### src/rtl/mem_access_pkg.sv
// Shared encodings, FSM state type and byte-count helper for the memory access unit.
package mem_access_pkg;

  localparam logic [2:0] RD_NONE = 3'b000;
  localparam logic [2:0] RD_LB   = 3'b100;
  localparam logic [2:0] RD_LH   = 3'b010;
  localparam logic [2:0] RD_LW   = 3'b110;
  localparam logic [2:0] RD_LUI  = 3'b111;

  localparam logic [1:0] WR_NONE = 2'b00;
  localparam logic [1:0] WR_SB   = 2'b01;
  localparam logic [1:0] WR_SH   = 2'b10;
  localparam logic [1:0] WR_SW   = 2'b11;

  typedef enum logic [1:0] {
    ST_IDLE  = 2'd0,
    ST_BUS   = 2'd1,
    ST_DONE  = 2'd2,
    ST_ABORT = 2'd3
  } state_t;

  // Bytes moved on the bus for an access; 0 for lui / none / unlisted codes.
  function automatic logic [2:0] byte_count(input logic [2:0] rd, input logic [1:0] wr);
    logic [2:0] n;
    case (rd)
      RD_LB:   n = 3'd1;
      RD_LH:   n = 3'd2;
      RD_LW:   n = 3'd4;
      default: begin
        case (wr)
          WR_SB:   n = 3'd1;
          WR_SH:   n = 3'd2;
          WR_SW:   n = 3'd4;
          default: n = 3'd0;
        endcase
      end
    endcase
    return n;
  endfunction

  function automatic logic rd_code_valid(input logic [2:0] rd);
    return (rd == RD_NONE) || (rd == RD_LB) || (rd == RD_LH) ||
           (rd == RD_LW) || (rd == RD_LUI);
  endfunction

endpackage

### src/rtl/mem_access_if.sv
// Byte-wide memory bus. A byte transfers on every cycle where bus_req and
// bus_ack are both high; bus_req holds addr/we/wdata stable until acked, and
// bus_ack is meaningless while bus_req is low.
interface mem_access_if;
  logic        bus_req;
  logic        bus_we;
  logic [31:0] bus_addr;
  logic [7:0]  bus_wdata;
  logic        bus_ack;
  logic [7:0]  bus_rdata;

  modport master (
    output bus_req, bus_we, bus_addr, bus_wdata,
    input  bus_ack, bus_rdata
  );

  modport slave (
    input  bus_req, bus_we, bus_addr, bus_wdata,
    output bus_ack, bus_rdata
  );
endinterface

### src/rtl/mem_access_unit_load_extend.sv
// Sign extension of assembled load data: lb from bit 7, lh from bit 15, lw as-is.
module load_extend
  import mem_access_pkg::*;
(
  input  logic [2:0]  mem_read_i,
  input  logic [31:0] raw_i,
  output logic [31:0] ext_o
);

  // Pick the extension by load width.
  always_comb begin
    ext_o = raw_i;
    case (mem_read_i)
      RD_LB:   ext_o = {{24{raw_i[7]}}, raw_i[7:0]};
      RD_LH:   ext_o = {{16{raw_i[15]}}, raw_i[15:0]};
      default: ext_o = raw_i;
    endcase
  end

endmodule

### src/rtl/mem_access_unit.sv
// Load/store unit that splits b/h/w accesses into big-endian byte transfers
// on a byte-wide bus, with per-byte ack timeout and early error rejection.
module mem_access_unit
  import mem_access_pkg::*;
#(
  parameter int TIMEOUT = 255
) (
  input  logic        clk,
  input  logic        reset,
  input  logic        start,
  input  logic [2:0]  mem_read,
  input  logic [1:0]  mem_write,
  input  logic [31:0] addr,
  input  logic [31:0] wdata,
  output logic        ready,
  output logic        done,
  output logic [31:0] rdata,
  output logic        err,
  mem_access_if.master bus,
  output state_t      dbg_state
);

  // Counter only needs to reach TIMEOUT-1: the cycle after that is the abort.
  localparam int TW = (TIMEOUT < 2) ? 1 : $clog2(TIMEOUT);
  localparam logic [TW-1:0] TMO_LAST = TW'(TIMEOUT - 1);

  state_t        state_q, state_d;
  logic [2:0]    rd_q, rd_d;
  logic [1:0]    wr_q, wr_d;
  logic [31:0]   addr_q, addr_d;
  logic [31:0]   wdata_q, wdata_d;
  logic [1:0]    k_q, k_d;
  logic [TW-1:0] tmo_q, tmo_d;
  logic [23:0]   acc_q, acc_d;
  logic [31:0]   rdata_q, rdata_d;
  logic          err_q, err_d;

  logic [2:0]    n_cur;
  logic [2:0]    n_new;
  logic [1:0]    bidx;
  logic          last_byte;
  logic          bad_req;
  logic          in_bus;
  logic [31:0]   ext_val;

  assign n_cur     = byte_count(rd_q, wr_q);
  assign last_byte = (k_q == 2'(n_cur - 3'd1));
  // Big-endian: byte k of the store comes from lane N-1-k.
  assign bidx      = 2'(n_cur - 3'd1) - k_q;
  assign n_new     = byte_count(mem_read, mem_write);
  assign bad_req   = !rd_code_valid(mem_read) ||
                     ((mem_read != RD_NONE) && (mem_write != WR_NONE)) ||
                     ((n_new == 3'd2) && addr[0]) ||
                     ((n_new == 3'd4) && (addr[1:0] != 2'b00));

  // The final byte is folded in combinationally so rdata lands with DONE.
  load_extend u_load_extend (
    .mem_read_i (rd_q),
    .raw_i      ({acc_q, bus.bus_rdata}),
    .ext_o      (ext_val)
  );

  assign in_bus         = (state_q == ST_BUS);
  assign ready          = (state_q == ST_IDLE);
  assign done           = (state_q == ST_DONE);
  assign rdata          = rdata_q;
  assign err            = err_q;
  assign dbg_state      = state_q;
  assign bus.bus_req    = in_bus;
  assign bus.bus_we     = in_bus && (wr_q != WR_NONE);
  assign bus.bus_addr   = in_bus ? (addr_q + {30'd0, k_q}) : 32'd0;
  assign bus.bus_wdata  = (in_bus && (wr_q != WR_NONE)) ? wdata_q[{bidx, 3'b000} +: 8] : 8'd0;

  // State and datapath registers with synchronous reset.
  always_ff @(posedge clk) begin
    if (reset) begin
      state_q <= ST_IDLE;
      rd_q    <= RD_NONE;
      wr_q    <= WR_NONE;
      addr_q  <= '0;
      wdata_q <= '0;
      k_q     <= '0;
      tmo_q   <= '0;
      acc_q   <= '0;
      rdata_q <= '0;
      err_q   <= 1'b0;
    end else begin
      state_q <= state_d;
      rd_q    <= rd_d;
      wr_q    <= wr_d;
      addr_q  <= addr_d;
      wdata_q <= wdata_d;
      k_q     <= k_d;
      tmo_q   <= tmo_d;
      acc_q   <= acc_d;
      rdata_q <= rdata_d;
      err_q   <= err_d;
    end
  end

  // Next-state: decode on start, walk bytes in BUS, abort on ack timeout.
  always_comb begin
    state_d = state_q;
    rd_d    = rd_q;
    wr_d    = wr_q;
    addr_d  = addr_q;
    wdata_d = wdata_q;
    k_d     = k_q;
    tmo_d   = tmo_q;
    acc_d   = acc_q;
    rdata_d = rdata_q;
    err_d   = err_q;
    case (state_q)
      ST_IDLE: begin
        if (start) begin
          rd_d    = mem_read;
          wr_d    = mem_write;
          addr_d  = addr;
          wdata_d = wdata;
          k_d     = '0;
          tmo_d   = '0;
          acc_d   = '0;
          if (bad_req) begin
            err_d   = 1'b1;
            state_d = ST_DONE;
          end else if ((mem_read == RD_NONE) && (mem_write == WR_NONE)) begin
            err_d   = 1'b0;
            state_d = ST_DONE;
          end else if (mem_read == RD_LUI) begin
            rdata_d = {wdata[15:0], 16'h0000};
            err_d   = 1'b0;
            state_d = ST_DONE;
          end else begin
            err_d   = 1'b0;
            state_d = ST_BUS;
          end
        end
      end
      ST_BUS: begin
        if (bus.bus_ack) begin
          acc_d = {acc_q[15:0], bus.bus_rdata};
          tmo_d = '0;
          if (last_byte) begin
            state_d = ST_DONE;
            if (rd_q != RD_NONE) rdata_d = ext_val;
          end else begin
            k_d = k_q + 2'd1;
          end
        end else if (tmo_q == TMO_LAST) begin
          tmo_d   = '0;
          state_d = ST_ABORT;
        end else begin
          tmo_d = tmo_q + TW'(1);
        end
      end
      ST_ABORT: begin
        err_d   = 1'b1;
        state_d = ST_DONE;
      end
      ST_DONE: begin
        k_d     = '0;
        state_d = ST_IDLE;
      end
      default: state_d = ST_IDLE;
    endcase
  end

endmodule

### src/flat_wrapper.sv
// flat-port wrapper written by rule: the top's interface ports become plain ports
module mem_access_unit_flat import mem_access_pkg::*;
#(
  parameter int TIMEOUT = 255
)
  (clk, reset, start, mem_read, mem_write, addr, wdata, ready, done, rdata, err, dbg_state, bus_bus_req, bus_bus_we, bus_bus_addr, bus_bus_wdata, bus_bus_ack, bus_bus_rdata);
  mem_access_if bus_i ();
  input  logic clk;
  input  logic reset;
  input  logic start;
  input  logic [2:0] mem_read;
  input  logic [1:0] mem_write;
  input  logic [31:0] addr;
  input  logic [31:0] wdata;
  output logic ready;
  output logic done;
  output logic [31:0] rdata;
  output logic err;
  output state_t dbg_state;
  output wire logic [$bits(bus_i.bus_req)-1:0] bus_bus_req;
  output wire logic [$bits(bus_i.bus_we)-1:0] bus_bus_we;
  output wire logic [$bits(bus_i.bus_addr)-1:0] bus_bus_addr;
  output wire logic [$bits(bus_i.bus_wdata)-1:0] bus_bus_wdata;
  input wire logic [$bits(bus_i.bus_ack)-1:0] bus_bus_ack;
  input wire logic [$bits(bus_i.bus_rdata)-1:0] bus_bus_rdata;
  assign bus_bus_req = bus_i.bus_req;
  assign bus_bus_we = bus_i.bus_we;
  assign bus_bus_addr = bus_i.bus_addr;
  assign bus_bus_wdata = bus_i.bus_wdata;
  assign bus_i.bus_ack = bus_bus_ack;
  assign bus_i.bus_rdata = bus_bus_rdata;
  mem_access_unit #(.TIMEOUT(TIMEOUT)) u_core (.clk(clk), .reset(reset), .start(start), .mem_read(mem_read), .mem_write(mem_write), .addr(addr), .wdata(wdata), .ready(ready), .done(done), .rdata(rdata), .err(err), .bus(bus_i), .dbg_state(dbg_state));
endmodule
### config.mk
export PLATFORM = sky130hd
export DESIGN_NAME = mem_access_unit_flat
export DESIGN_NICKNAME = d
export VERILOG_FILES = /design/src/rtl/mem_access_pkg.sv /design/src/rtl/mem_access_if.sv /design/src/rtl/mem_access_unit_load_extend.sv /design/src/rtl/mem_access_unit.sv /design/src/flat_wrapper.sv
export SDC_FILE = /design/constraint.sdc
export NUM_CORES = 1
export LEC_CHECK = 0
export ABC_AREA = 1
export CORE_MARGIN = 8
export CORE_UTILIZATION = 51
export CTS_CLUSTER_SIZE = 14
export DETAILED_ROUTE_END_ITERATION = 8
export HOLD_SLACK_MARGIN = 0.05
export PLACE_DENSITY_LB_ADDON = 0.05
export SYNTH_ARGS = -nofsm -noshare
export SYNTH_HDL_FRONTEND = slang
export SYNTH_SLANG_ARGS = --single-unit
### constraint.sdc
create_clock -name clk -period 2.45 [get_ports clk]
set_clock_uncertainty 0.2 [all_clocks]
set_input_delay 0.245 -clock clk [delete_from_list [all_inputs] [get_ports clk]]
set_output_delay 0.245 -clock clk [all_outputs]
set_load 0.1 [all_outputs]
* Word-level counts from Yosys, hierarchy flattened
Index checks and enable logic that the tools add are counted.
Storage, ports and cells: register bits 138, input port bits 81, output and inout bits 79, logic and storage cells 114
Operators by class: $add $sub $neg 5, equality and inequality tests 30, shift operators 1, mux-type cells 37, reduce and logical (&&, ||, !) cells 31
Operators with widths (number):
- $mux W32 | 8
- $pmux W32 S2 | 2
- $mux W24 | 2
- $pmux W24 S2 | 1
- $add A32 B2 Y32 | 1
- $mux W8 | 4
- $shiftx A32 B6 Y8 | 1
- $mux W2 | 10
- $eq A3 B3 Y1 const B | 6
- $pmux W2 S3 | 3
- $pmux W3 S3 | 2
- $pmux W8 S2 | 1
- $eq A2 B2 Y1 const B | 6
- $ne A2 B2 Y1 const B | 6
- $reduce_bool A2 Y1 | 5
- $eq A3 B2 Y1 const B | 3
- $reduce_bool A3 Y1 | 3
- $add A8 B1 Y8 const B | 1
- $eq A8 B8 Y1 const B | 1
- $pmux W2 S4 | 1
- $reduce_and A8 Y1 | 1
- $logic_or A1 B1 Y1 | 7
- $eq A2 B1 Y1 const B | 3
- $reduce_and A2 Y1 | 3
- other kinds (15) | 23

* Longest topological paths before layout
depth after elaboration 12, mapped depth 14, mapped depth without buffers 12

* Cells and area by module
A second synthesis with hierarchy kept.
Unflattened totals: cells, all modules 1120, area, all modules 7303.3 um^2
By module, submodules not included:
- mem_access_unit | instances 1, cells each 1051, area each 6909.1 um^2, seq. area each 2762.6 um^2
- load_extend | instances 1, cells each 69, area each 394.1 um^2, seq. area each 0.0 um^2

* Worst setup path after synthesis
Ideal clock, no wire load.
path kind register -> output, start point reg u_core.state_q[0], in the netlist u_core.dbg_state[0], end point out bus_bus_addr[19], data arrival time 4377 ps, data required time 2005 ps, path slack -2372 ps, stages on the path, launching flop included 7, path buffers 2, cell sequence dfxtp_1 > nand2_2 > inv_2 > buf_2 > buf_1 > o21ai_0 > a21oi_1
Between the ends: longest elaborated chain between the ends 2
RTL lines:
- start: declaration | line mem_access_unit.sv:27 | state_t state_q, state_d;
- start signal: assignment | line mem_access_unit.sv:88 | state_q <= state_d;
- $eq A2 B1 Y1 | line mem_access_unit.sv:63 | assign in_bus = (state_q == ST_BUS);
- via bus_bus_req | line flat_wrapper.sv:20 | output wire logic [$bits(bus_i.bus_req)-1:0] bus_bus_req;
- $mux W32 | line mem_access_unit.sv:71 | assign bus.bus_addr = in_bus ? (addr_q + {30'd0, k_q}) : 32'd0;
- end: declaration | line flat_wrapper.sv:22 | output wire logic [$bits(bus_i.bus_addr)-1:0] bus_bus_addr;
The timed path passes the listed nets, and every way through them passes these cells.

* Worst setup path in the final report
start point reg u_core.k_q[0], end point out bus_bus_addr[24]
Between the ends: longest elaborated chain between the ends 2
RTL lines:
- start: declaration | line mem_access_unit.sv:32 | logic [1:0] k_q, k_d;
- start signal: assignment | line mem_access_unit.sv:93 | k_q <= k_d;
- $add A32 B2 Y32 | line mem_access_unit.sv:71
- $mux W32 | line mem_access_unit.sv:71
No other way between the ends.

==> results.txt <==
----------------------------------------------------
[Detailed routing]
  Detailed-router iteration count before antenna repair ... 5
  Total vias in the final route ... between 8000 and 9000
  Final Routed Wirelength ... roughly 26 mm
  Detailed-route wire length per cell ... approximately 17 µm
  Initial DRC Count ... 707
  Vias per inst ... 5.52
  Post-detailed-route DRC marker count ... 0
  Remaining number of nets flagged by the antenna check after routing ... 0

[Synth]
  Dominant cell by count in the synthesized netlist ... nand2_1
  Synthesized Nets ... around 1200
  Count of mapped cells out of synthesis ... about 1200
  Number of enable flip-flop cells after synthesis ... 0
  Most used flip-flop cell after synthesis ... dfxtp_1
  Seq cells post-synth ... 138
  Async set-reset flop share out of synthesis ... 0%
  Cell area after technology mapping ... about 0.0073 mm²
  Proportion of netlist area held by the largest area contributor ... a little under two fifths
  Syn. warnings ... 0
  Leading post-synthesis cells by instance count ... nand2_1 (251), nor2_1 (213), dfxtp_1 (138), inv_1 (135), o21ai_0 (104)
  Post-synthesis sequential area ratio ... around two fifths
  Distinct cells, synth ... 36
  Syn avg cell area ... around 6.3 µm²
  Top cells by area, synth ... dfxtp_1 (38%), nand2_1 (13%), nor2_1 (11%), o21ai_0 (7.2%), inv_1 (7.0%)
  Cell taking the most area after synthesis ... dfxtp_1

[Power and ir drop]
  Reported leakage power ... a little under 0.005 µW
  Total Power ... about 10000 µW
  Maximum resistive drop on vdd ... approximately 0.86 mV
  Power density cells ... around 870 mW/mm²

[Timing]
  Slew margin rel. ... 64.8%
  Slew at the pin closest to its max-slew limit ... 0.526 ns
  RSZ-0062 raised after global routing ... yes
  Post-route worst setup slack ... -0.574 ns
  Fmax ... ~330 MHz
  Number of hold violations in the final report ... 0
  Period utilisation layout ... 123%
  Final hold slack ... approximately 0.21 ns
  Max Slew Vio Count ... 0
  Post-route minimum period ... roughly 3.0 ns
  Total of endpoints with negative setup slack in the final report ... 37

[Placed design]
  Post-placement cell area ... ~0.010 mm²
  Port bufs ... between 150 and 200
  Half-perimeter wire length after detailed placement ... between 15 and 20 mm
  Final estimated routing congestion in global placement ... between 0.9 and 1

[Clocking]
  Buffers from clock root to sink, at most ... 2
  Worst-Skew Late Latency ... about 0.42 ns
  Clock buffers created by TritonCTS ... 17
  Clock Sinks ... ~140
  Number of levels the H-tree was split into ... 4
  Library cell used as clock root buffer ... clkbuf_16
  TritonCTS clock tree ... yes
  Clock transition at the register clock pins on the worst setup and hold paths after CTS ... around 0.060 ns

[Critical path]
  Cells traversed along the worst timing path ... ha_4, fa_2, nand2_4, nor2_4, nand2_4, nor2_2, nand2_1, nor3_2, buf_4, nand2_2, buf_6, a21oi_4, buf_12
  CP Data Required Time ... around 2 ns
  Worst path depth ... 13
  Worst Reg-to-Reg Cells ... 9
  Critical path startpoint category ... register
  Largest delay contributor family on the critical path ... simple AND/OR/NAND/NOR gates
  Worst Setup Path Type ... reg -> out
  Max Fanout on Critical Path ... 4
  Capturing element type of the critical path ... output port
  Worst path buffer plus inverter count ... 3
  Arrival time at the worst endpoint ... between 2 and 3 ns
  Slowest stage cell, crit path ... dfxtp_4
  Peak per-stage delay on the critical path ... between 0.3 and 0.4 ns
  Worst path most repeated cell ... nand2_4

[Global route]
  Overflow left after global routing ... 0
  M3 GR Usage ... between 7 and 8%
  Initial antenna violation count ... 0
  First-pass GRT wire length ... about 40 mm
  Top Usage Layer GRT ... met2
  Global routing met2 resource utilization ... between 40% and 50%
  Maximum number of pins on one net before global-route repair ... 106
  Global-route usage over all layers ... between 20% and 30%
  Met1 Resource Use GR ... between 30 and 40%
  Via count of the first global-routing pass ... 8015

[Worst hold path]
  Min-Delay Path Depth ... 3
  Class of the tightest hold or removal check ... in -> reg

[Cells and area]
  Non-Filler Cell Area, Final ... 0.0115 mm²
  Final Core Density ... between 80% and 90%
  Count of nets after finishing ... approximately 1400
  Area growth, synth to finish ... 58.8%
  Layout cell share with drive strength beyond 1 ... roughly 28%
  Number of filler instances in the final layout ... just under 900

[Die]
  Effective utilization at floorplan ... between 50% and 60%
  Die area ... around 0.018 mm²
  Number of standard-cell rows in the floorplan ... between 40 and 50
  Die H ... approximately 140 µm
  Io pins ... 160
  Core area ... about 0.014 mm²
  Die X ... 135 µm

[Run]
  Max-cap violations ... 0

[Status]
  Outcome ... finished, violations left
  Violations in the final reports ... negative setup slack

----------------------------------------------------
==> cell usage in the layout, fill, tap and decap left out, drive strengths merged <==
cell / count
inv: 138
nor3b: 1
a211oi: 8
dfxtp: 138
clkinv: 5
diode: 1
nand3: 52
nand2: 252
o31ai: 1
and3: 10
clkbuf: 20
bufinv: 5
clkdlybuf4s50: 80
nor3: 16
or2: 5
nand4: 50
nor4: 6
nand3b: 1
xor2: 4
xnor2: 1
clkinvlp: 1
nor2: 214
a21o: 1
a32oi: 1
a21oi: 74
ha: 5
o21a: 2
nor4b: 1
o21ai: 105
fa: 1
a2bb2oi: 2
a31oi: 4
buf: 151
==> logic make-up (layout without fill, tap and decap cells) <==
kind of cell | after synthesis | after routing | share of synthesized area [%]
buf+inv | 196 | 400 | 10.4
simple gates | 608 | 608 | 35.5
xor+xnor | 5 | 5 | 0.603
other cells | 0 | 1 | 0
compound gates | 198 | 198 | 14.3
fa+ha+maj | 6 | 6 | 1.14
flops | 138 | 138 | 38.1
==> final cells by class <==
type                    count  area, µm²  share of cell area [%]
multi-input cells         817       4680                    40.6
flip-flops and latches    138       2800                    24.3
repair buffers            231       2630                    22.8
inverters                 137        529                    4.59
clock buffers              20        468                    4.06
well taps                 180        225                    1.95
clock inverters            12        193                    1.67
diodes                      1       2.50                  0.0217
==> repair_timing <==
item | in CTS | in global routing
setup endpoints to repair | 36 | 37
hold buffers | 0 | 0
gates resized for setup | 128 | 70
hold endpoints to repair | 0 | 0
gates cloned | 2 | 0
buffers inserted | 13 | 14
pin swaps | 49 | 36
==> through the flow <==
step | setup slack, ns | TNS [ns] | std cells
final | -0.574 | -10.04 | 1536
after global placement | -0.00437 | -0.00437 | 1479
after detailed placement | -0.0237 | -0.0438 | 1479
after floorplan | -0.346 | -2.06 | 1151
after global routing | -0.670 | -13.39 | 1535
after CTS | -0.353 | -6.77 | 1524
==> worst reg2reg max path: cells and delay by family (launching register included) <==
family | cells | cell delay [ns]
AO/OA/AOI/OAI | 2 | 0.31
buffers and inverters | 5 | 0.89
flip-flops | 1 | 0.38
AND/OR/NAND/NOR | 2 | 0.27
==> power by group <==
part / total, µW / switching [µW] / internal (µW) / leakage [µW]
combinational: 4250 / 2980 / 1270 / 0.00347
clock: 2880 / 991 / 1890 / 0.000325
sequential: 2930 / 310 / 2620 / 0.00114
total: 10100 / 4280 / 5780 / 0.00494
==> registers in the layout, summed over array words and instances, names as in the netlist <==
register and flops:
u_core.k_q 2, u_core.addr_q 32, u_core.rd_q 3, u_core.acc_q 24, u_core.rdata 32, u_core.tmo_q 8
u_core.wr_q 2, u_core.err 1, u_core.dbg_state 2, u_core.wdata_q 32
==> layer usage <==
layer | up-vias | wire length, µm | share of wire, %
li1 | 4107 | - | -
met1 | 3904 | 11000 | 42
met2 | 391 | 12500 | 47
met3 | 76 | 2060 | 7.8
met4 | 0 | 817 | 3.1
met5 | - | 0 | 0
==> final timing paths <==
path / start / to / slack, ns
worst min register to register: u_core.acc_q[7] / u_core.acc_q[7] / 0.26
worst min-delay path: addr[2] / u_core.addr_q[2] / 0.21
worst max-delay path: u_core.k_q[0] / bus_bus_addr[24] / -0.57
worst max register to register: u_core.dbg_state[1] / u_core.acc_q[14] / 0.33
Note: power is estimated with default switching activity, not from simulation.
